[config.mk]
export PLATFORM = sky130hd
export DESIGN_NAME = snake_body
export DESIGN_NICKNAME = d
export VERILOG_FILES = /design/src/rtl/snake_body.sv
export SDC_FILE = /design/constraint.sdc
export NUM_CORES = 1
export LEC_CHECK = 0
export CAP_MARGIN = 15
export CORE_MARGIN = 2
export CORE_UTILIZATION = 49
export DETAILED_ROUTE_END_ITERATION = 8
export GPL_ROUTABILITY_DRIVEN = 1
export PLACE_DENSITY_LB_ADDON = 0.2
export REMOVE_ABC_BUFFERS = 1
export SLEW_MARGIN = 20
export SYNTH_ARGS = -nofsm -noshare
export SYNTH_HDL_FRONTEND = slang
export SYNTH_SLANG_ARGS = --single-unit
export TNS_END_PERCENT = 20
[constraint.sdc]
create_clock -name clk -period 22.6 [get_ports clk]
set_input_delay 4.52 -clock clk [delete_from_list [all_inputs] [get_ports clk]]
set_output_delay 4.52 -clock clk [all_outputs]
set_load 0.03 [all_outputs]
[src/rtl/snake_body.sv]
// snake_body: tracks the snake's body as a shift buffer of past head positions,
// answers per-pixel "inside a body segment?" with a one-cycle registered result,
// and optionally flags the head landing on its own body.
// Optional feature macro: SNAKE_SELF_HIT_EN (self-hit compare and sticky collide flag).
module snake_body #(
    parameter int MAX_LEN  = 16,
    parameter int INIT_LEN = 3,
    parameter int SEG      = 10
) (
    input  logic       clk,
    input  logic       rst,
    input  logic [9:0] head_l,
    input  logic [9:0] head_u,
    input  logic       grow,
    input  logic [9:0] hcount,
    input  logic [9:0] vcount,
    output logic       body_on,
    output logic       collide,
    output logic [4:0] length
);
    localparam logic [4:0]  MAX_LEN_C  = 5'(MAX_LEN);
    localparam logic [4:0]  INIT_LEN_C = 5'(INIT_LEN);
    localparam logic [10:0] SEG_C      = 11'(SEG);

    // Increment that sticks at the limit.
    function automatic logic [4:0] sat_inc(input logic [4:0] v, input logic [4:0] lim);
        return (v < lim) ? v + 5'd1 : lim;
    endfunction

    // Clamp a 6-bit count down to a 5-bit limit.
    function automatic logic [4:0] sat_min(input logic [5:0] v, input logic [4:0] lim);
        return (v > {1'b0, lim}) ? lim : v[4:0];
    endfunction

    // True when pos lies in [base, base+SEG); 11-bit sum so the edge never wraps.
    function automatic logic in_span(input logic [9:0] base, input logic [9:0] pos);
        return ({1'b0, pos} >= {1'b0, base}) && ({1'b0, pos} < ({1'b0, base} + SEG_C));
    endfunction

    logic [9:0] seg_l_q [MAX_LEN];
    logic [9:0] seg_u_q [MAX_LEN];
    logic [9:0] prev_l_q, prev_u_q;
    logic       primed_q;
    logic [4:0] filled_q, filled_d;
    logic [4:0] length_q, length_d;
    logic       pend_grow_q, pend_grow_d;
    logic       body_on_q;
    logic       move;
    logic       pix_hit;

    // Head movement is any change from last cycle's head once history is primed.
    always_comb begin
        move        = primed_q && ((head_l != prev_l_q) || (head_u != prev_u_q));
        length_d    = (move && pend_grow_q) ? sat_inc(length_q, MAX_LEN_C) : length_q;
        filled_d    = move ? sat_min({1'b0, filled_q} + 6'd1, length_d) : filled_q;
        // A grow seen on a move cycle re-arms for the next move; at full length it is dropped.
        if (grow && (length_q < MAX_LEN_C)) begin
            pend_grow_d = 1'b1;
        end else if (move) begin
            pend_grow_d = 1'b0;
        end else begin
            pend_grow_d = pend_grow_q;
        end
    end

    // OR together every live segment that contains the current scan position.
    always_comb begin
        pix_hit = 1'b0;
        for (int i = 0; i < MAX_LEN; i++) begin
            if ((5'(i) < filled_q) && in_span(seg_l_q[i], hcount) && in_span(seg_u_q[i], vcount)) begin
                pix_hit = 1'b1;
            end
        end
    end

    // Control state: priming, fill count, length, pending grow and the pixel result.
    always_ff @(posedge clk) begin
        if (rst) begin
            primed_q    <= 1'b0;
            filled_q    <= 5'd0;
            length_q    <= INIT_LEN_C;
            pend_grow_q <= 1'b0;
            body_on_q   <= 1'b0;
        end else begin
            primed_q    <= 1'b1;
            filled_q    <= filled_d;
            length_q    <= length_d;
            pend_grow_q <= pend_grow_d;
            body_on_q   <= pix_hit;
        end
    end

    // Position history: prev follows the head every cycle; segments shift on a move.
    always_ff @(posedge clk) begin
        prev_l_q <= head_l;
        prev_u_q <= head_u;
        if (move && !rst) begin
            seg_l_q[0] <= prev_l_q;
            seg_u_q[0] <= prev_u_q;
            for (int i = 1; i < MAX_LEN; i++) begin
                seg_l_q[i] <= seg_l_q[i-1];
                seg_u_q[i] <= seg_u_q[i-1];
            end
        end
    end

`ifdef SNAKE_SELF_HIT_EN
    logic chk_q;
    logic collide_q;
    logic head_hit;

    // The head matches a live segment exactly (segments are grid aligned with the head).
    always_comb begin
        head_hit = 1'b0;
        for (int i = 0; i < MAX_LEN; i++) begin
            if ((5'(i) < filled_q) && (seg_l_q[i] == head_l) && (seg_u_q[i] == head_u)) begin
                head_hit = 1'b1;
            end
        end
    end

    // Compare once, the cycle after each shift; collide is sticky until reset.
    always_ff @(posedge clk) begin
        if (rst) begin
            chk_q     <= 1'b0;
            collide_q <= 1'b0;
        end else begin
            chk_q     <= move;
            collide_q <= collide_q | (chk_q & head_hit);
        end
    end

    assign collide = collide_q;
`else
    assign collide = 1'b0;
`endif

    assign body_on = body_on_q;
    assign length  = length_q;

endmodule

==> out/results.tsv <==
stage	metric	value	unit
setup_path	Reg2Reg Depth	14	
floorplan	die height	246	um
synth	Yosys warning total	0	
synth	synth unique cells	81	
clocking	Clock Sinks	353	
global_routing	antenna violations before repair	1	
sta	Post-Route Skew	12.3	ps
sta	max-slew violation count	0	
setup_path	Setup crit start kind	input port	
clocking	clk root buf	clkbuf_16	
setup_path	reg-to-reg critical path endpoint	filled_q[1]$_SDFFE_PP0P_	
global_routing	GRT overflow	0	
sta	setup violators final	0	
clocking	number of buffers added for setup after CTS	0	
clocking	htree depth	2	
drt	routed wire length	71500	um
setup_path	R2R setup slack	19030	ps
clocking	clock tree buffer depth	3	
floorplan	DIE AREA	0.0604	mm2
synth	Syn Std Cell Area	0.0287	mm2
status	status	complete, no violations	
drt	DRC viols	0	
setup_path	Crit Path Category	in2reg	
synth	Synth Register Bits	353	
clocking	# hold bufs at CTS	0	
drt	vias per inst	5.92	
sta	RSZ-0062 raised after global routing	false	
layout	Nets	3511	
place	Cells after DPL	3541	
place	Post-DP Area	0.0302	mm2
layout	Final Core Density	0.549	
layout	Design Area, Final	0.0317	mm2
sta	period utilisation layout	0.338	
sta	slew margin rel.	0.364	
layout	share of layout cells above drive strength 1	0.0413	
floorplan	Rows	88	
place	routability congestion estimate	0.872	
synth	Synth area leader	edfxtp_1	
setup_path	crit path capture type	flip-flop	
job	max-cap check violation count	0	
floorplan	Initial Util	0.496	
pwr	Power, Total	1.70	mW
sta	Final Worst Setup Slack	14960	ps
hold_path	worst hold path type	reg2reg	
synth	Synth top area share	0.335	
synth	register area share after synthesis	0.358	
synth	Post-synth ARST share	0	
clocking	clk slew on worst S/H paths	60	ps
hold_path	Hold EP	seg_u_q[0][1]$_DFFE_PP_	
layout	fill count	4920	
clocking	total CTS buffers	43	
sta	setup TNS	0	ps
sta	Peak Freq	131	MHz
global_routing	global-route wire length before repair	113000	um
setup_path	worst path arrival time	8160	ps
place	post-place setup slack	14360	ps
place	number of port buffers	48	
drt	DRT iter0 DRCs	1170	
synth	top cells by area, synth	edfxtp_1, ha_1, xnor2_1	
floorplan	Core Area	0.0578	mm2
sta	worst slew pin tran	954	ps
place	DP Wirelength	52400	um
setup_path	Req. time, crit path	23120	ps
global_routing	GRT Util Overall	0.236	
drt	drt wl/cell	19.7	um
drt	post-route ant nets	0	
layout	Layout area overhead	10.7	%
floorplan	die span in x	246	um
global_routing	number of global-route vias before repair	22361	
synth	Mapped Cells	2712	
clocking	Clock Latency Late Sink	570	ps
sta	Fin. Hold Viols	0	
drt	via count	21422	
hold_path	Hold Path Origin	prev_u_q[1]$_DFF_P_	
sta	Final min period	7640	ps
clocking	cells resized by post-CTS repair	0	
synth	Avg Synthesized Cell Area	10.6	um2
clocking	CTS tree	built	
hold_path	hold path depth	0	
setup_path	worst r2r src	prev_l_q[1]$_DFF_P_	
setup_path	Worst Path Max Fanout	9	
floorplan	I/O Pins	50	
global_routing	largest net degree at the start of global routing	161	
layout	non-filler cells, final	3621	
synth	Main synth FF type	edfxtp_1	
synth	EDFF count, synth	320	
pwr	Peak supply drop	0.0614	mV
drt	Pre-antenna DRT Iters	5	
sta	Min Hold Slack	447	ps
pwr	Pleak	13.9	nW
pwr	pwr dens	53.5	mW/mm2
## flip-flops by register name, indices dropped and copies added (netlist names)
name / count
body_on: 1
seg_u_q: 160
length: 5
primed_q: 1
prev_l_q: 10
filled_q: 5
prev_u_q: 10
pend_grow_q: 1
seg_l_q: 160
## logic make-up (layout without fill, tap and decap cells)
kind of cell	count (synthesis)	count (layout)	synth area share
flip-flops	353	353	0.358
XOR/XNOR	247	247	0.0755
adder cells (fa/ha/maj)	647	647	0.283
AND/OR/NAND/NOR	448	448	0.0831
multiplexers	1	1	0.000393
AO/OA/AOI/OAI	671	671	0.155
buffers and inverters	344	487	0.0452
other	1	2	0.000131
## cell type report
| type | instances | area, um2 | area share |
|---|---|---|---|
| antenna | 1 | 2.50 | 0.0000789 |
| sequential | 353 | 10300 | 0.324 |
| timing repair buffer | 70 | 653 | 0.0206 |
| multi-input combinational | 2015 | 17100 | 0.539 |
| inverter | 338 | 1270 | 0.0400 |
| tap | 765 | 957 | 0.0302 |
| clock buffer | 55 | 1260 | 0.0397 |
| clock inverter | 24 | 221 | 0.00698 |
## worst max path at each step
stage                    from                  endpoint  slack, ps  cells after the start
floorplan           head_l[1]   seg_l_q[0][0]$_DFFE_PP_       3180                      6
global placement    head_l[1]  filled_q[1]$_SDFFE_PP0P_      14410                     15
detailed placement  head_l[1]  filled_q[1]$_SDFFE_PP0P_      14360                     15
CTS                 head_l[1]  filled_q[1]$_SDFFE_PP0P_      14960                     15
global route        head_l[1]  filled_q[2]$_SDFFE_PP0P_      14670                     16
finish              head_l[1]  filled_q[1]$_SDFFE_PP0P_      14960                     15
## power breakdown
| part | internal [mW] | switching, mW | leakage [nW] |
|---|---|---|---|
| clock | 0.439 | 0.289 | 0.735 |
| sequential | 0.717 | 0.0186 | 3.28 |
| combinational | 0.0916 | 0.142 | 9.86 |
## placed cells by master (no fill, tap or decap), types with 11 or more instances in the layout
cell type	n
nor2_1	80
a31oi_1	26
clkdlybuf4s50_1	47
inv_1	329
a21oi_1	147
edfxtp_1	320
a2111oi_0	25
ha_1	647
nor2b_1	14
o21bai_1	18
nor3b_1	19
o21a_1	56
nand4_1	17
nor4_1	25
o22ai_1	11
xnor2_1	194
nand3_1	45
dfxtp_1	33
xor2_1	53
buf_4	21
o31ai_1	12
o221ai_1	14
o21ai_0	152
o211ai_1	28
a21o_1	44
o2111ai_1	20
clkbuf_16	49
nor3_1	70
nand2b_1	36
or3_1	22
nand2_1	61
a211oi_1	35
o21ai_1	15
and3_1	31
a211o_1	13
## Yosys cell counts (all sizes together), types with 4 or more instances
master   number
dfxtp        33
nand4        17
a2111oi      27
o2111ai      21
or4           5
o32ai         6
nand2b       36
and4          4
o311ai        5
a221oi        5
inv         338
nor2b        14
o21a         56
o211ai       29
o31ai        12
a2111o        6
nor4         25
xor2         53
a211o        13
nor4b         4
or2           4
edfxtp      320
and3         32
a211oi       35
nand3        45
nor3b        20
o22ai        11
a31o          4
xnor2       194
a31oi        26
or3          22
nand2        61
ha          647
a21oi       148
o221ai       14
a21o         44
o21bai       18
nor3         71
o21ai       167
nor2         81
## worst max-delay path, cell delays in order
cell and delay (ps):
clkdlybuf4s50_1 440, xor2_1 180, nor4_1 360, nand3_1 250, o211ai_2 400, nor3b_1 110, a21oi_2 210, ha_1 280
nor2b_1 130, o21ai_1 110, nand2b_1 60, a211oi_1 280, o21ai_1 280, a2111oi_2 410, a31o_1 130
## routing by layer
layer / GRT usage / routed length (um)
met3: 0.0304 / 3220
met5: 0 / 0
met2: 0.440 / 36800
met4: 0.105 / 3130
met1: 0.266 / 28300
Power figures use the tool's default switching activity.
